<file path="src/rtl/fir_seq_ctrl_if.sv">
// Handshake/bus bundle between the codec/testbench side and the FIR sequencing controller.
interface fir_seq_ctrl_if #(
    parameter int unsigned ADDR_W = 10
);
    logic              smpl_valid;
    logic              flush;
    logic              q_wr_en;
    logic [ADDR_W-1:0] q_wr_addr;
    logic [ADDR_W-1:0] q_rd_addr;
    logic [ADDR_W-1:0] tap_idx;
    logic              sequencing;
    logic              filt_done;
    logic              busy;
    logic              q_full;
    logic              overrun;

    modport master (
        output smpl_valid, flush,
        input  q_wr_en, q_wr_addr, q_rd_addr, tap_idx,
        input  sequencing, filt_done, busy, q_full, overrun
    );

    modport slave (
        input  smpl_valid, flush,
        output q_wr_en, q_wr_addr, q_rd_addr, tap_idx,
        output sequencing, filt_done, busy, q_full, overrun
    );
endinterface

</file>
<file path="src/rtl/fir_seq_ctrl.sv">
// Sequences the shared FIR datapath: logs samples into a circular queue and runs one
// oldest-to-newest convolution pass per new sample once TAPS samples are held.
module fir_seq_ctrl #(
    parameter int unsigned DEPTH    = 1024,
    parameter int unsigned TAPS     = 1021,
    parameter int unsigned ADDR_W   = 10,
    parameter int unsigned PIPE_LAT = 1
) (
    input  logic           clk,
    input  logic           rst,
    fir_seq_ctrl_if.slave  bus
);
    localparam int unsigned CNT_W = $clog2(TAPS + 1);
    localparam int unsigned LAT_W = $clog2(PIPE_LAT + 1);
    localparam logic [ADDR_W-1:0] PTR_MASK  = ADDR_W'(DEPTH - 1);
    localparam logic [ADDR_W-1:0] LAST_TAP  = ADDR_W'(TAPS - 1);
    localparam logic [ADDR_W-1:0] ONE_A     = ADDR_W'(1);
    localparam logic [CNT_W-1:0]  FILL_MAX  = CNT_W'(TAPS);
    localparam logic [CNT_W-1:0]  FILL_TRIG = CNT_W'(TAPS - 1);
    localparam logic [LAT_W-1:0]  LAT_LAST  = LAT_W'(PIPE_LAT);

    typedef enum logic [1:0] {S_IDLE, S_RUN, S_DRAIN} state_t;

    state_t            r_state;
    logic              r_wr_en;
    logic [ADDR_W-1:0] r_wr_addr;
    logic [ADDR_W-1:0] r_rd_addr;
    logic [ADDR_W-1:0] r_tap;
    logic [CNT_W-1:0]  r_fill;
    logic [LAT_W-1:0]  r_lat;
    logic              r_seq;
    logic              r_done;
    logic              r_busy;
    logic              r_full;
    logic              r_ovr;
    logic              r_pending;

    logic [ADDR_W-1:0] w_wr_next;
    logic [ADDR_W-1:0] w_newest;
    logic [CNT_W-1:0]  w_fill_next;
    logic              w_idle_arrival;
    logic              w_start;

    // w_wr_next is the slot the next sample lands in, accounting for a write still in flight
    always_comb begin
        w_wr_next      = r_wr_en ? ((r_wr_addr + ONE_A) & PTR_MASK) : r_wr_addr;
        w_fill_next    = (bus.smpl_valid && (r_fill != FILL_MAX)) ? (r_fill + CNT_W'(1)) : r_fill;
        w_idle_arrival = (r_state == S_IDLE) && bus.smpl_valid && (r_fill >= FILL_TRIG);
        w_start        = w_idle_arrival || ((r_state == S_IDLE) && r_pending);
        w_newest       = w_idle_arrival ? w_wr_next : ((w_wr_next - ONE_A) & PTR_MASK);
    end

    always_ff @(posedge clk or posedge rst) begin
        if (rst) begin
            r_state   <= S_IDLE;
            r_wr_en   <= 1'b0;
            r_wr_addr <= '0;
            r_rd_addr <= '0;
            r_tap     <= '0;
            r_fill    <= '0;
            r_lat     <= '0;
            r_seq     <= 1'b0;
            r_done    <= 1'b0;
            r_busy    <= 1'b0;
            r_full    <= 1'b0;
            r_ovr     <= 1'b0;
            r_pending <= 1'b0;
        end else if (bus.flush) begin
            r_state   <= S_IDLE;
            r_wr_en   <= 1'b0;
            r_wr_addr <= '0;
            r_rd_addr <= '0;
            r_tap     <= '0;
            r_fill    <= '0;
            r_lat     <= '0;
            r_seq     <= 1'b0;
            r_done    <= 1'b0;
            r_busy    <= 1'b0;
            r_full    <= 1'b0;
            r_pending <= 1'b0;
        end else begin
            r_wr_en   <= bus.smpl_valid;
            r_wr_addr <= w_wr_next;
            r_fill    <= w_fill_next;
            r_full    <= (w_fill_next == FILL_MAX);
            r_done    <= 1'b0;
            case (r_state)
                S_IDLE: begin
                    if (w_start) begin
                        r_state   <= S_RUN;
                        r_seq     <= 1'b1;
                        r_busy    <= 1'b1;
                        r_tap     <= '0;
                        r_rd_addr <= (w_newest - LAST_TAP) & PTR_MASK;
                        r_pending <= 1'b0;
                    end
                end
                S_RUN: begin
                    if (bus.smpl_valid) begin
                        if (r_pending) r_ovr <= 1'b1;
                        else           r_pending <= 1'b1;
                    end
                    if (r_tap == LAST_TAP) begin
                        r_state <= S_DRAIN;
                        r_lat   <= LAT_W'(1);
                    end else begin
                        r_tap     <= r_tap + ONE_A;
                        r_rd_addr <= (r_rd_addr + ONE_A) & PTR_MASK;
                    end
                end
                S_DRAIN: begin
                    if (bus.smpl_valid) begin
                        if (r_pending) r_ovr <= 1'b1;
                        else           r_pending <= 1'b1;
                    end
                    // hold the last tap until the final product has left the ROM/queue pipe
                    if (r_lat == LAT_LAST) begin
                        r_state <= S_IDLE;
                        r_seq   <= 1'b0;
                        r_busy  <= 1'b0;
                        r_done  <= 1'b1;
                    end else begin
                        r_lat <= r_lat + LAT_W'(1);
                    end
                end
                default: r_state <= S_IDLE;
            endcase
        end
    end

    assign bus.q_wr_en    = r_wr_en;
    assign bus.q_wr_addr  = r_wr_addr;
    assign bus.q_rd_addr  = r_rd_addr;
    assign bus.tap_idx    = r_tap;
    assign bus.sequencing = r_seq;
    assign bus.filt_done  = r_done;
    assign bus.busy       = r_busy;
    assign bus.q_full     = r_full;
    assign bus.overrun    = r_ovr;
endmodule

</file>
<file path="src/flat_wrapper.sv">
// flat-port wrapper written by rule: the top's interface ports become plain ports
module fir_seq_ctrl_flat 
#(
    parameter int unsigned DEPTH    = 1024,
    parameter int unsigned TAPS     = 1021,
    parameter int unsigned ADDR_W   = 10,
    parameter int unsigned PIPE_LAT = 1
)
  (clk, rst, bus_smpl_valid, bus_flush, bus_q_wr_en, bus_q_wr_addr, bus_q_rd_addr, bus_tap_idx, bus_sequencing, bus_filt_done, bus_busy, bus_q_full, bus_overrun);
  fir_seq_ctrl_if #(.ADDR_W(ADDR_W)) bus_i ();
  input  logic clk;
  input  logic rst;
  input wire logic [$bits(bus_i.smpl_valid)-1:0] bus_smpl_valid;
  input wire logic [$bits(bus_i.flush)-1:0] bus_flush;
  output wire logic [$bits(bus_i.q_wr_en)-1:0] bus_q_wr_en;
  output wire logic [$bits(bus_i.q_wr_addr)-1:0] bus_q_wr_addr;
  output wire logic [$bits(bus_i.q_rd_addr)-1:0] bus_q_rd_addr;
  output wire logic [$bits(bus_i.tap_idx)-1:0] bus_tap_idx;
  output wire logic [$bits(bus_i.sequencing)-1:0] bus_sequencing;
  output wire logic [$bits(bus_i.filt_done)-1:0] bus_filt_done;
  output wire logic [$bits(bus_i.busy)-1:0] bus_busy;
  output wire logic [$bits(bus_i.q_full)-1:0] bus_q_full;
  output wire logic [$bits(bus_i.overrun)-1:0] bus_overrun;
  assign bus_i.smpl_valid = bus_smpl_valid;
  assign bus_i.flush = bus_flush;
  assign bus_q_wr_en = bus_i.q_wr_en;
  assign bus_q_wr_addr = bus_i.q_wr_addr;
  assign bus_q_rd_addr = bus_i.q_rd_addr;
  assign bus_tap_idx = bus_i.tap_idx;
  assign bus_sequencing = bus_i.sequencing;
  assign bus_filt_done = bus_i.filt_done;
  assign bus_busy = bus_i.busy;
  assign bus_q_full = bus_i.q_full;
  assign bus_overrun = bus_i.overrun;
  fir_seq_ctrl #(.DEPTH(DEPTH), .TAPS(TAPS), .ADDR_W(ADDR_W), .PIPE_LAT(PIPE_LAT)) u_core (.clk(clk), .rst(rst), .bus(bus_i));
endmodule
</file>
<file path="config.mk">
export PLATFORM = sky130hd
export DESIGN_NAME = fir_seq_ctrl_flat
export DESIGN_NICKNAME = d
export VERILOG_FILES = /design/src/rtl/fir_seq_ctrl_if.sv /design/src/rtl/fir_seq_ctrl.sv /design/src/flat_wrapper.sv
export SDC_FILE = /design/constraint.sdc
export NUM_CORES = 1
export LEC_CHECK = 0
export CORE_ASPECT_RATIO = 0.8
export CORE_UTILIZATION = 40
export DETAILED_ROUTE_END_ITERATION = 6
export HOLD_SLACK_MARGIN = 0.06
export PLACE_DENSITY_LB_ADDON = 0.05
export SLEW_MARGIN = 20
export SYNTH_ARGS = -nofsm -noshare
export SYNTH_HDL_FRONTEND = slang
export SYNTH_SLANG_ARGS = --single-unit
</file>
<file path="constraint.sdc">
create_clock -name clk -period 5.6 [get_ports clk]
set_input_delay 1.68 -clock clk [delete_from_list [all_inputs] [get_ports clk]]
set_output_delay 1.68 -clock clk [all_outputs]
set_load 0.005 [all_outputs]
</file>
==> metrics.yaml <==
global_route:
  antenna_found_initial: 0
  grt_pass1_vias: 2383
  grt_remaining_overflow: 0
  grt_max_degree: 50
  grt_pass1_wl_mm: 11.80
  grt_use_total: 0.1848
die:
  core_area_sq_um: 7567
  num_rows: 28
  pin_count: 40
  fp.dieW_um: 102.1
  initial_core_util: 0.4236
  die-area_sq_um: 8378
  die_h_um: 82.07
synth:
  avgSynthCellArea_sq_um: 9.004
  synth-simple-area-share: 0.2521
  synth_xor_xnor_area_share: 0.1007
  yosysTopAreaCell: "dfrtp_1"
  synth_area_leaders: "dfrtp_1 (38%), xnor2_1 (5.2%), ha_1 (5.1%)"
  ys_seq_elements: 49
  synth-async-reset-ratio: 1.000
  ys_warn_count: 0
  synth-main-ff-cell: "dfrtp_1"
  synth_cell_type_count: 58
  syn_inst: 356
  syn_area_sq_um: 3206
  synth_edf_count: 0
  synth_compound_area_frac: 0.1436
  synthTopCellsByCount: "dfrtp_1 (49), nor2_1 (39), nand2_1 (25)"
  synth_most_common_cell: "dfrtp_1"
  ys_seq_area_frac: 0.3825
  synth.net_count: 373
  synth_top_area_frac: 0.3825
  synth_top_family_by_area: "simple AND/OR/NAND/NOR gates"
  synth-adder-area-share: 0.05074
  yosys-mux-area-fraction: 0.02927
power:
  switching_share: 0.3645
  p_clk_frac: 0.200
  ir_drop_v: 0.0001554
  p_sw_mw: 0.4174
  power.total_mw: 1.145
  p_int_mw: 0.7276
  p_seq_frac: 0.420
  power_leakage_nw: 1.537
  combPwrFrac: 0.380
  powerDensity_nw_per_um2: 303.7
worst_hold_path:
  hold_path.class: "flip-flop to flip-flop"
  min-delay-start: "u_core.r_state[1]"
  worstHoldEndpoint: "u_core.r_state[1]"
  hold_path_depth: 2
route:
  routed-wl-met2_mm: 2.745
  antenna_left: 0
  viasPerCell: 5.233
  highest_layer: "met4"
  drc: 0
  drtPass1Iterations: 4
  drt_iter0_drc: 98
  met1_length_mm: 4.023
  routed-wl-met3_um: 242
  drt-total-wl_mm: 7.047
  via_count: 2601
  drt-wirelength-per-cell_um: 14.18
clocking:
  cts_tree: "built"
  cts-hold-fix-buffers: 0
  cts_setup_buffers: 0
  root_buffer: "clkbuf_8"
  cts.sinks: 49
  numCtsBuffers: 5
  clkLatencyLatePin_ns: 0.30
  path_clk_slew_ns: 0.10
  cts.path.max_buffers: 2
  cts.repair.resized: 0
  htree_levels: 2
layout:
  final_cell_count_no_fill: 497
  layout-drive-gt1-share: 0.08163
  diodes: 0
  fin_nets: 408
  syn_to_final_growth_pct: 17.60
worst_setup_path:
  critPathCaptureType: "flip-flop"
  setup.worst_path.start: "bus_smpl_valid"
  worst-r2r-setup-slack_ns: 2.64
  reg2reg_depth: 9
  crit_type: "input pin to flip-flop"
  crit_fanout: 12
  start_kind: "input pin"
  worstReg2RegStart: "u_core.bus.q_wr_addr[0]"
  critPathArrivalTime_ns: 4.11
  crit-reg2reg-capture: "u_core.bus.q_rd_addr[9]"
  required_ns: 5.79
job:
  maxCapViolations: 0
placed_design:
  place_hpwl_mm: 4.991
  gp_congestion: 0.8116
  place_inst: 489
  port_buffers: 39
sta:
  tightest_slew_ns: 0.7642
  min_period_ns: 3.922
  finClkSkew_ns: 0.004785
  fmax_ghz: 0.2549
  maxSlewViolCount: 0
  finalHoldViolations: 0
  rsz0062_at_grt: "false"
  max-slew-margin-rel: 0.4878
  setup_viol: 0
  fin_crit_sh: 0.7004
  final.setup.tns_ns: 0
outcome:
  status: "completed"
==> cell usage in the layout, fill, tap and decap left out, drive strengths merged, types with 3 or more instances in the layout <==
cell	instances
a21oi	21
mux2i	6
xnor2	19
nor3	18
nand2	25
o21ai	21
and2	3
clkdlybuf4s50	39
a211oi	3
buf	3
inv	13
and3	10
a31oi	4
xor2	17
dfrtp	49
and4	4
o31ai	3
or2	3
nand4	10
ha	13
nand3	16
nor2	40
clkbuf	6
mux2	3
nand2b	6
or3	6
==> cell families after synthesis <==
logic type               count (synthesis)
XOR/XNOR                                36
multiplexers                             9
buffers and inverters                   27
flip-flops                              49
AO/OA/AOI/OAI                           69
adder cells (fa/ha/maj)                 13
AND/OR/NAND/NOR                        153
==> through the flow <==
| step | cell area, sq um | setup slack, ns | util | hold slack [ns] |
|---|---|---|---|---|
| floorplan | 3206 | 2.418 | - | 0.4663 |
| global placement | 3674 | 1.409 | 0.4855 | 0.4775 |
| detailed placement | 3674 | 1.341 | 0.4855 | 0.4786 |
| CTS | 3770 | 1.674 | 0.4982 | 0.5146 |
| global route | 3770 | 1.489 | 0.4982 | 0.5376 |
| finish | 3770 | 1.678 | 0.4982 | 0.5272 |
==> sequential cells by signal, indices dropped and copies added, names as in the netlist <==
signal,count
u_core.bus.q_rd_addr,10
u_core.bus.q_wr_addr,10
u_core.bus.tap_idx,10
u_core.r_fill,10
u_core.r_state,2
u_core.bus.filt_done,1
u_core.bus.overrun,1
u_core.bus.q_full,1
u_core.bus.q_wr_en,1
u_core.bus.sequencing,1
u_core.r_lat,1
u_core.r_pending,1
==> power groups by stage <==
stage               Combinational, mW  Clock, mW  Sequential [mW]
finish                          0.435      0.229            0.481
CTS                             0.440      0.238            0.481
global placement                0.436          0            0.488
floorplan                       0.281          0            0.474
detailed placement              0.438          0            0.488
global route                    0.492      0.253            0.493
==> worst max-delay path by stage <==
stage                               to  slack (ns)  cells past startpoint
2_1_floorplan  u_core.bus.q_rd_addr[4]        2.42                     11
3_3_place_gp   u_core.bus.q_rd_addr[8]        1.41                     10
3_5_place_dp   u_core.bus.q_rd_addr[8]        1.34                     10
4_1_cts        u_core.bus.q_rd_addr[8]        1.67                     10
5_1_grt        u_core.bus.q_rd_addr[4]        1.49                     11
6_report       u_core.bus.q_rd_addr[8]        1.68                     10
==> per-layer routing <==
layer  global-route usage  up-vias
li1                     -     1327
met1               0.2887     1218
met2               0.2564       54
met3              0.03319        2
met4              0.04714        0
met5                    0        -
==> critical path, cell delays in order <==
cell and delay (ns):
clkdlybuf4s50_1 0.55, nand2_1 0.09, nor3_2 0.59, nor2_1 0.18
xnor2_1 0.17, ha_1 0.24, o21ai_1 0.16, mux2i_1 0.25
xnor2_1 0.13, o21ai_0 0.08
==> final cells by class <==
cell class,instances,area [sq um]
Tap cell,105,131.4
Fill cell,748,3797
Clock buffer,6,82.58
Timing Repair Buffer,42,412.9
Sequential cell,49,1226
Multi-Input combinational cell,280,1854
Inverter,13,48.80
Clock inverter,2,13.76
Power figures use the tool's default switching activity.
